[src/rtl/hdc_pkg.sv]
// Shared sizing and state encoding for the HDC associative-search stage.
package hdc_pkg;

  localparam int FRAME_W   = 64;
  localparam int N_FRAMES  = 3;
  localparam int N_CLASSES = 8;
  localparam int CLASS_W   = 3;
  localparam int FIDX_W    = 2;
  localparam int DIST_W    = 8;
  localparam int POP_W     = $clog2(FRAME_W + 1);

  // Terminal values of the frame and class counters, sized to the counters.
  localparam logic [FIDX_W-1:0]  LAST_FIDX = FIDX_W'(N_FRAMES - 1);
  localparam logic [CLASS_W-1:0] LAST_CLS  = CLASS_W'(N_CLASSES - 1);

  typedef enum logic [1:0] {
    LOAD   = 2'd0,
    SEARCH = 2'd1,
    DONE   = 2'd2
  } state_t;

endpackage

[src/rtl/hdc_assoc_search_if.sv]
// Query stream, class-ROM address/data and result handshake of the search stage.
interface hdc_assoc_search_if;
  import hdc_pkg::*;

  logic               query_valid;
  logic               query_ready;
  logic [FRAME_W-1:0] query_frame;
  logic [CLASS_W-1:0] frame_id;
  logic [FIDX_W-1:0]  frame_index;
  logic [FRAME_W-1:0] class_vec_in;
  logic               result_valid;
  logic               result_ready;
  logic [CLASS_W-1:0] pred_class;
  logic [DIST_W-1:0]  best_dist;

  // Environment side: produces queries, serves the ROM, consumes predictions.
  modport master (
    output query_valid, query_frame, class_vec_in, result_ready,
    input  query_ready, frame_id, frame_index, result_valid, pred_class, best_dist
  );

  // Search stage side.
  modport slave (
    input  query_valid, query_frame, class_vec_in, result_ready,
    output query_ready, frame_id, frame_index, result_valid, pred_class, best_dist
  );

endinterface

[src/rtl/hdc_popcount.sv]
// Combinational Hamming distance between two frames: XOR, per-byte counts,
// then a pairwise adder tree. WIDTH must be a multiple of 8 with a
// power-of-two number of bytes.
module hdc_popcount #(
  parameter int WIDTH = 64,
  parameter int CNT_W = $clog2(WIDTH + 1)
) (
  input  logic [WIDTH-1:0] a,
  input  logic [WIDTH-1:0] b,
  output logic [CNT_W-1:0] cnt
);

  localparam int NB = WIDTH / 8;

  logic [WIDTH-1:0] diff;
  logic [CNT_W-1:0] part [NB];

  assign diff = a ^ b;

  // Byte counts first, then fold pairs at doubling strides into part[0].
  always_comb begin
    for (int i = 0; i < NB; i++) begin
      part[i] = '0;
      for (int j = 0; j < 8; j++) begin
        part[i] = part[i] + CNT_W'(diff[8*i+j]);
      end
    end
    for (int s = 1; s < NB; s = s * 2) begin
      for (int i = 0; i + s < NB; i = i + 2 * s) begin
        part[i] = part[i] + part[i+s];
      end
    end
    cnt = part[0];
  end

endmodule

[src/rtl/hdc_assoc_search.sv]
// Associative-memory search: buffers one query hypervector, sweeps the class
// ROM one frame per cycle and reports the class at minimum Hamming distance.
//
// state  | meaning
// LOAD   | accepting query frames 0..N_FRAMES-1 into the buffer
// SEARCH | one ROM frame per cycle, accumulating distance per class
// DONE   | prediction valid, held until result_ready
module hdc_assoc_search
  import hdc_pkg::*;
(
  input logic              clk,
  input logic              rst_n,
  hdc_assoc_search_if.slave bus
);

  state_t             state, state_nxt;
  logic [FRAME_W-1:0] qbuf [N_FRAMES];
  logic [FIDX_W-1:0]  qidx;
  logic [FIDX_W-1:0]  fidx;
  logic [CLASS_W-1:0] cls;
  logic [DIST_W-1:0]  acc;
  logic [DIST_W-1:0]  dsum;
  logic [POP_W-1:0]   pop;
  logic [CLASS_W-1:0] pred_class;
  logic [DIST_W-1:0]  best_dist;
  logic               beat;
  logic               last_frame;
  logic               last_class;

  assign beat       = bus.query_valid && bus.query_ready;
  assign last_frame = (fidx == LAST_FIDX);
  assign last_class = (cls == LAST_CLS);

  hdc_popcount #(.WIDTH(FRAME_W), .CNT_W(POP_W)) u_popcount (
    .a   (qbuf[fidx]),
    .b   (bus.class_vec_in),
    .cnt (pop)
  );

  assign dsum = acc + DIST_W'(pop);

  // Counters idle at 0 outside SEARCH, so the ROM address rests at 0/0.
  assign bus.frame_id    = cls;
  assign bus.frame_index = fidx;
  assign bus.pred_class  = pred_class;
  assign bus.best_dist   = best_dist;

  // State register.
  always_ff @(posedge clk or negedge rst_n) begin
    if (!rst_n) state <= LOAD;
    else        state <= state_nxt;
  end

  // Next-state and handshake outputs.
  always_comb begin
    state_nxt        = state;
    bus.query_ready  = 1'b0;
    bus.result_valid = 1'b0;
    case (state)
      LOAD: begin
        bus.query_ready = 1'b1;
        if (bus.query_valid && qidx == LAST_FIDX) state_nxt = SEARCH;
      end
      SEARCH: begin
        if (last_frame && last_class) state_nxt = DONE;
      end
      DONE: begin
        bus.result_valid = 1'b1;
        if (bus.result_ready) state_nxt = LOAD;
      end
      default: state_nxt = LOAD;
    endcase
  end

  // Query buffer, sweep counters, distance accumulator and running minimum.
  always_ff @(posedge clk or negedge rst_n) begin
    if (!rst_n) begin
      for (int i = 0; i < N_FRAMES; i++) qbuf[i] <= '0;
      qidx       <= '0;
      fidx       <= '0;
      cls        <= '0;
      acc        <= '0;
      pred_class <= '0;
      best_dist  <= '0;
    end else begin
      case (state)
        LOAD: begin
          if (beat) begin
            qbuf[qidx] <= bus.query_frame;
            qidx       <= (qidx == LAST_FIDX) ? '0 : qidx + 1'b1;
          end
        end
        SEARCH: begin
          if (!last_frame) begin
            acc  <= dsum;
            fidx <= fidx + 1'b1;
          end else begin
            // Strict less-than keeps the lower class index on ties.
            if (cls == '0 || dsum < best_dist) begin
              best_dist  <= dsum;
              pred_class <= cls;
            end
            acc  <= '0;
            fidx <= '0;
            cls  <= last_class ? '0 : cls + 1'b1;
          end
        end
        default: ;
      endcase
    end
  end

endmodule

[src/flat_wrapper.sv]
// flat-port wrapper written by rule: the top's interface ports become plain ports
module hdc_assoc_search_flat import hdc_pkg::*;
  (clk, rst_n, bus_query_valid, bus_query_frame, bus_class_vec_in, bus_result_ready, bus_query_ready, bus_frame_id, bus_frame_index, bus_result_valid, bus_pred_class, bus_best_dist);
  hdc_assoc_search_if bus_i ();
  input logic clk;
  input logic rst_n;
  input wire logic [$bits(bus_i.query_valid)-1:0] bus_query_valid;
  input wire logic [$bits(bus_i.query_frame)-1:0] bus_query_frame;
  input wire logic [$bits(bus_i.class_vec_in)-1:0] bus_class_vec_in;
  input wire logic [$bits(bus_i.result_ready)-1:0] bus_result_ready;
  output wire logic [$bits(bus_i.query_ready)-1:0] bus_query_ready;
  output wire logic [$bits(bus_i.frame_id)-1:0] bus_frame_id;
  output wire logic [$bits(bus_i.frame_index)-1:0] bus_frame_index;
  output wire logic [$bits(bus_i.result_valid)-1:0] bus_result_valid;
  output wire logic [$bits(bus_i.pred_class)-1:0] bus_pred_class;
  output wire logic [$bits(bus_i.best_dist)-1:0] bus_best_dist;
  assign bus_i.query_valid = bus_query_valid;
  assign bus_i.query_frame = bus_query_frame;
  assign bus_i.class_vec_in = bus_class_vec_in;
  assign bus_i.result_ready = bus_result_ready;
  assign bus_query_ready = bus_i.query_ready;
  assign bus_frame_id = bus_i.frame_id;
  assign bus_frame_index = bus_i.frame_index;
  assign bus_result_valid = bus_i.result_valid;
  assign bus_pred_class = bus_i.pred_class;
  assign bus_best_dist = bus_i.best_dist;
  hdc_assoc_search u_core (.clk(clk), .rst_n(rst_n), .bus(bus_i));
endmodule
[config.mk]
export PLATFORM = sky130hd
export DESIGN_NAME = hdc_assoc_search_flat
export DESIGN_NICKNAME = d
export VERILOG_FILES = /design/src/rtl/hdc_pkg.sv /design/src/rtl/hdc_assoc_search_if.sv /design/src/rtl/hdc_popcount.sv /design/src/rtl/hdc_assoc_search.sv /design/src/flat_wrapper.sv
export SDC_FILE = /design/constraint.sdc
export NUM_CORES = 1
export LEC_CHECK = 0
export CORE_ASPECT_RATIO = 1.2
export CORE_UTILIZATION = 35
export DETAILED_ROUTE_END_ITERATION = 7
export GPL_ROUTABILITY_DRIVEN = 0
export GPL_TIMING_DRIVEN = 0
export HOLD_SLACK_MARGIN = 0.02
export PLACE_DENSITY_LB_ADDON = 0.05
export SLEW_MARGIN = 5
export SYNTH_ARGS = -nofsm -noshare
export SYNTH_HDL_FRONTEND = slang
export SYNTH_SLANG_ARGS = --single-unit
[constraint.sdc]
create_clock -name clk -period 16.4 [get_ports clk]
set_clock_uncertainty 0.2 [all_clocks]
set_input_delay 4.1 -clock clk [delete_from_list [all_inputs] [get_ports clk]]
set_output_delay 4.1 -clock clk [all_outputs]
set_load 0.02 [all_outputs]
==> results.cfg, run 1 <==
[outcome]
outcome = completed

[floorplan]
dieHeight_um = 205
initial_utilization = 0.355
fp.dieW_um = 172
ios = 150
dieArea_mm2 = 0.0352
num_rows = 74
fp.coreArea_mm2 = 0.0340

[critical_path]
r2r-start = u_core.bus.frame_index[0]
start_kind = primary input
setup.worst_path.end = u_core.bus.best_dist[0]
worstPathMaxFanout = 10
ff2ff_setup_slack_ns = 5.82
startpoint = bus_class_vec_in[49]
slowest_stage = or4b_2
cpPeakStageDelay_ns = 0.61
cp.arrival_ns = 12.61
r2r_cells = 31
cp_common_cell = fa_1
critPathRequiredTime_ns = 16.61
rr_endpoint = u_core.bus.best_dist[0]
crit_path_end_kind = flip-flop
path_class = in2reg

[grt]
grt_first_pass_wirelength_um = 49900
grt_use_met1 = 0.254
grt_pass1_vias = 8229
grt-ovfl-total = 0
grtUsageMet2 = 0.335
grt_max_degree = 90
antenna_found_initial = 1
grt_busiest_layer = met2
grt_usage = 0.193
grt.met3_usage = 0.0260

[logic_synthesis]
synth_edf_count = 0
ys_async_sr_fraction = 1.00
synthesis.nets = 1182
syn_inst = 960
syn_area_mm2 = 0.0121
synth_area_leaders = dfrtp_1, mux2_2, fa_1, mux2i_1, ha_1
yosysTopAreaCellShare = 0.456
syn_area_per_cell_um2 = 12.6
yosysMostFrequentCell = dfrtp_1
ys_types = 34
synth_seq_area_share = 0.456
ys_warn_count = 0
synth_commonest_cells = dfrtp_1, mux2_2, nor2_1
ys_seq_elements = 220
synth-main-ff-cell = dfrtp_1
synth_area_leader_cell = dfrtp_1

[finish]
nets = 1361
syn_to_final_growth_pct = 24.8
drive_above_1_share = 0.240
fin_area_mm2 = 0.0151

[placed_design]
placed_area_mm2 = 0.0142
portBuffers = 149
detailed_place_hpwl_um = 23900

[detailed_routing]
dr_total_vias = 7638
wl_per_cell_um = 20.2
drt_iter0_drc = 281
drtAntennaViolNets = 0
dr.pass1.iters = 6
wirelength_um = 32600
drc = 0
via_per_inst = 4.74

[timing]
fin_crit_ns = 12.40
finalCritPeriodShare = 0.756
hold_viol_final = 0
fmax_mhz = 80.7
maxSlewViolCount = 0
setup_viol = 0
slew_headroom = 0.360
worst_pin_slew_ns = 0.956
grt_setup_unrepaired = false
fin_tns_setup_ns = 0

[clocking]
postCtsHoldBufs = 0
cts_max_path_buffers = 3
path_clk_slew_ns = 0.06
clk_latency_ns = 0.54
htreeDepth = 1
cts-resized-gates = 0
cts_sinks = 220
root_buffer = clkbuf_16
postCtsSetupBuffers = 0
cts_tree = yes
numCtsBuffers = 26

[worst_hold_path]
hold_class = reg2reg

[job]
maxCapViolCount = 0
## routing by layer
layer | wire (µm) | vias to the layer above | part of all wire
li1 | - | 3621 | -
met2 | 16200 | 150 | 0.50
met3 | 1360 | 31 | 0.042
met4 | 569 | 0 | 0.017
met5 | 0 | - | 0
met1 | 14500 | 3836 | 0.45
## worst max-delay path, delay by kind of cell
kind	cells	cell delay, ns
AOI/OAI and AO/OA	2	0.68
xor gates and xnor gates	1	0.19
adders and majority gates	11	5.17
buffers and inverters	8	1.04
muxes	1	0.34
and+or+nand+nor	5	1.07
## sequential cells by signal (all words and copies together), names as in the netlist
name	flops
u_core.bus.best_dist	8
u_core.bus.frame_index	2
u_core.qbuf	192
u_core.bus.pred_class	3
u_core.qidx	2
u_core.state	2
u_core.bus.frame_id	3
u_core.acc	8
## how the worst min path moves through the flow
| stage | slack (ns) | startpoint | cells past startpoint | endpoint |
|---|---|---|---|---|
| finish | 0.30 | u_core.qbuf[7] | 1 | u_core.qbuf[7] |
| global route | 0.31 | u_core.qbuf[84] | 1 | u_core.qbuf[84] |
| CTS | 0.31 | u_core.qbuf[42] | 1 | u_core.qbuf[42] |
| detailed placement | 0.29 | u_core.qbuf[42] | 1 | u_core.qbuf[42] |
| global placement | 0.29 | u_core.qbuf[52] | 1 | u_core.qbuf[52] |
| floorplan | 0.28 | u_core.acc[1] | 1 | u_core.acc[1] |
## cells by family after synthesis
family                     Yosys count  synth area share
AOI/OAI and AO/OA                   94            0.0451
xor gates and xnor gates            70            0.0508
adders and majority gates           90             0.128
buffers and inverters              114            0.0386
DFF                                220             0.456
muxes                              269             0.244
and+or+nand+nor                    103            0.0372
## final cells by class
| cell class | count | area (µm²) |
|---|---|---|
| clock inverters | 7 | 73.8 |
| inverters | 70 | 263 |
| flip-flops and latches | 220 | 5510 |
| fillers | 3256 | 18900 |
| diodes | 1 | 2.50 |
| well taps | 456 | 571 |
| clock buffers | 38 | 796 |
| repair buffers | 151 | 1550 |
| multi-input cells | 626 | 6100 |
| plain buffers | 44 | 203 |
## stage by stage
step | cells | worst slack [ns] | util | hold WS [ns]
detailed placement | 1567 | 3.35 | 0.418 | 0.293
global route | 1612 | 3.68 | 0.443 | 0.315
global placement | 1565 | 0.833 | 0.416 | 0.286
finish | 1613 | 4.00 | 0.443 | 0.302
floorplan | 960 | 4.39 | - | 0.277
CTS | 1612 | 3.91 | 0.443 | 0.306
## layout by cell type, fill, tap and decap left out, types with 10 or more instances in the layout
cell type        Yosys  routed
xor2_1              48      48
buf_2               24      24
xnor2_1             22      22
nor2_1              71      71
mux2_2             203     203
clkbuf_8             0      10
clkbuf_1            17      19
mux2i_1             66      66
ha_1                34      34
dfrtp_1            220     220
inv_1               70      70
fa_1                56      56
clkbuf_16            0      26
clkdlybuf4s50_1      0     148
a21oi_1             69      69
Power of run 1 is not shown: default switching activity piles up to over one toggle a cycle in this logic, so the estimate is an artifact.
==> run 2: changes to the inputs <==
Clock period 16.4 ns to 12.4 ns, I/O delays scaled along.
==> results of run 2 <==
The final DEF is identical to that of run 1. Status: completed.
Among the figures that moved: setup slack after placement 3.35 ns -> 0.351 ns; setup slack after layout 4.00 ns -> 1.00 ns; register-to-register setup slack 5.82 ns -> 1.82 ns
Power of run 2 is left out for the same reason.
==> run 3: changes to the inputs <==
Settings changed: CAP_MARGIN set to 40, CORE_MARGIN set to 5.
==> run 3 against run 2 <==
Register-to-register slack improved by 0.20 ns. Sequential share of layout area decreased by 0.20 points. Routed wire length increased by 3.5%. Clock-buffer cell count unchanged. Largest cell class unchanged. Non-clock buffer count increased by 3.
==> results.cfg, run 3 (synthesized netlist as in run 1, its figures left out) <==
[timing]
setup_viol = 0
hold_ws_ns = 0.303
slew_headroom = 0.421
hold_viol_final = 0
worst_pin_slew_ns = 0.868
grt_setup_unrepaired = false
fmax_mhz = 87.4
fin_crit_ns = 11.44
fin_tns_setup_ns = 0
finalCritPeriodShare = 0.923
maxSlewViolCount = 0

[critical_path]
cp.arrival_ns = 11.65
rr_endpoint = u_core.bus.best_dist[0]
worstPathMaxFanout = 10
ff2ff_setup_slack_ns = 2.02
start_kind = primary input
r2r_cells = 33
critPathRequiredTime_ns = 12.61
crit_path_end_kind = flip-flop
r2r-start = u_core.bus.frame_index[1]
path_class = in2reg

[job]
maxCapViolCount = 0

[clocking]
cts_tree = yes
cts_max_path_buffers = 3
cts_sinks = 220
cts-resized-gates = 0
root_buffer = clkbuf_16
clk_latency_ns = 0.53
postCtsHoldBufs = 0
numCtsBuffers = 27
path_clk_slew_ns = 0.05
htreeDepth = 1
postCtsSetupBuffers = 0

[detailed_routing]
drc = 0
drt_iter0_drc = 212
dr.pass1.iters = 8
wl_per_cell_um = 20.8
dr_total_vias = 7690
drtAntennaViolNets = 0
wirelength_um = 33700
via_per_inst = 4.75

[floorplan]
dieHeight_um = 213
fp.coreArea_mm2 = 0.0341
fp.dieW_um = 180
dieArea_mm2 = 0.0383
num_rows = 74
initial_utilization = 0.354
ios = 150

[worst_hold_path]
hold_path_end = u_core.qbuf[38]
whs_path_depth = 1
worstHoldStart = u_core.qbuf[38]
hold_class = reg2reg

[finish]
multi_input_area_mm2 = 0.00610
diodes = 0
final_cell_mix = dfrtp_1, mux2_2, clkdlybuf4s50_1, nor2_1, inv_1
nets = 1365
ff_latch_area_mm2 = 0.00551
largest_register = u_core.qbuf
mostFrequentLayoutCell = dfrtp_1
largest_reg_flops = 192
fillers = 3273
reg_top3 = u_core.qbuf (192), u_core.acc (8), u_core.bus.best_dist (8)
syn_to_final_growth_pct = 25.5
drive_above_1_share = 0.246

[grt]
grt_pass1_vias = 8377
grt_first_pass_wirelength_um = 52000
grt_usage = 0.177
grt_max_degree = 77
antenna_found_initial = 1
grt-ovfl-total = 0

[placed_design]
portBuffers = 149
detailed_place_hpwl_um = 25100

[outcome]
outcome = completed
[run 3: stage by stage]
step / cell area, µm² / instances / util / setup slack (ns)
floorplan: 12100 / 960 / - / 1.39
global placement: 14100 / 1565 / 0.415 / -2.24
detailed placement: 14200 / 1570 / 0.417 / 0.341
CTS: 15100 / 1620 / 0.445 / 0.903
global route: 15100 / 1620 / 0.445 / 0.565
finish: 15100 / 1620 / 0.445 / 0.959
[run 3: worst max-delay path, cell delays in order]
cell and delay, ns:
clkdlybuf4s50_1 0.44, xor2_1 0.20, fa_1 0.56, inv_1 0.06, fa_1 0.52, inv_1 0.10, fa_1 0.53, fa_1 0.54
inv_1 0.06, fa_1 0.52, inv_1 0.05, fa_1 0.51, fa_1 0.52, fa_1 0.54, inv_1 0.05, fa_1 0.44
inv_1 0.08, fa_1 0.20, nor2b_1 0.07, o31a_1 0.27, or4b_2 0.62, nand3_1 0.21, ha_1 0.29, nand4_1 0.12
nor3_1 0.07, o41ai_2 0.41, buf_6 0.22, mux2_2 0.34
[run 3: how the worst max path moves through the flow]
stage,startpoint,to,slack [ns]
after floorplan,bus_class_vec_in[49],u_core.bus.best_dist[0],1.39
after global placement,rst_n,u_core.qbuf[161],-2.24
after detailed placement,bus_class_vec_in[49],u_core.bus.pred_class[0],0.34
after CTS,bus_class_vec_in[49],u_core.bus.pred_class[0],0.90
after global routing,bus_class_vec_in[49],u_core.bus.best_dist[3],0.57
final,bus_class_vec_in[49],u_core.bus.best_dist[0],0.96
[run 3: layer usage]
| metal | global-route usage | vias to the layer above | part of all wire |
|---|---|---|---|
| met5 | 0 | - | 0.00039 |
| met4 | 0.0423 | 2 | 0.022 |
| met3 | 0.0273 | 38 | 0.033 |
| met2 | 0.308 | 142 | 0.50 |
| met1 | 0.236 | 3874 | 0.45 |
| li1 | - | 3634 | - |
[run 3: area by class of cell]
type / count / area share
multi-input cells: 626 / 0.403
flip-flops and latches: 220 / 0.363
repair buffers: 154 / 0.104
clock buffers: 38 / 0.0533
well taps: 456 / 0.0377
inverters: 70 / 0.0173
plain buffers: 44 / 0.0134
clock inverters: 12 / 0.00768
Power of run 3 is left out for the same reason.
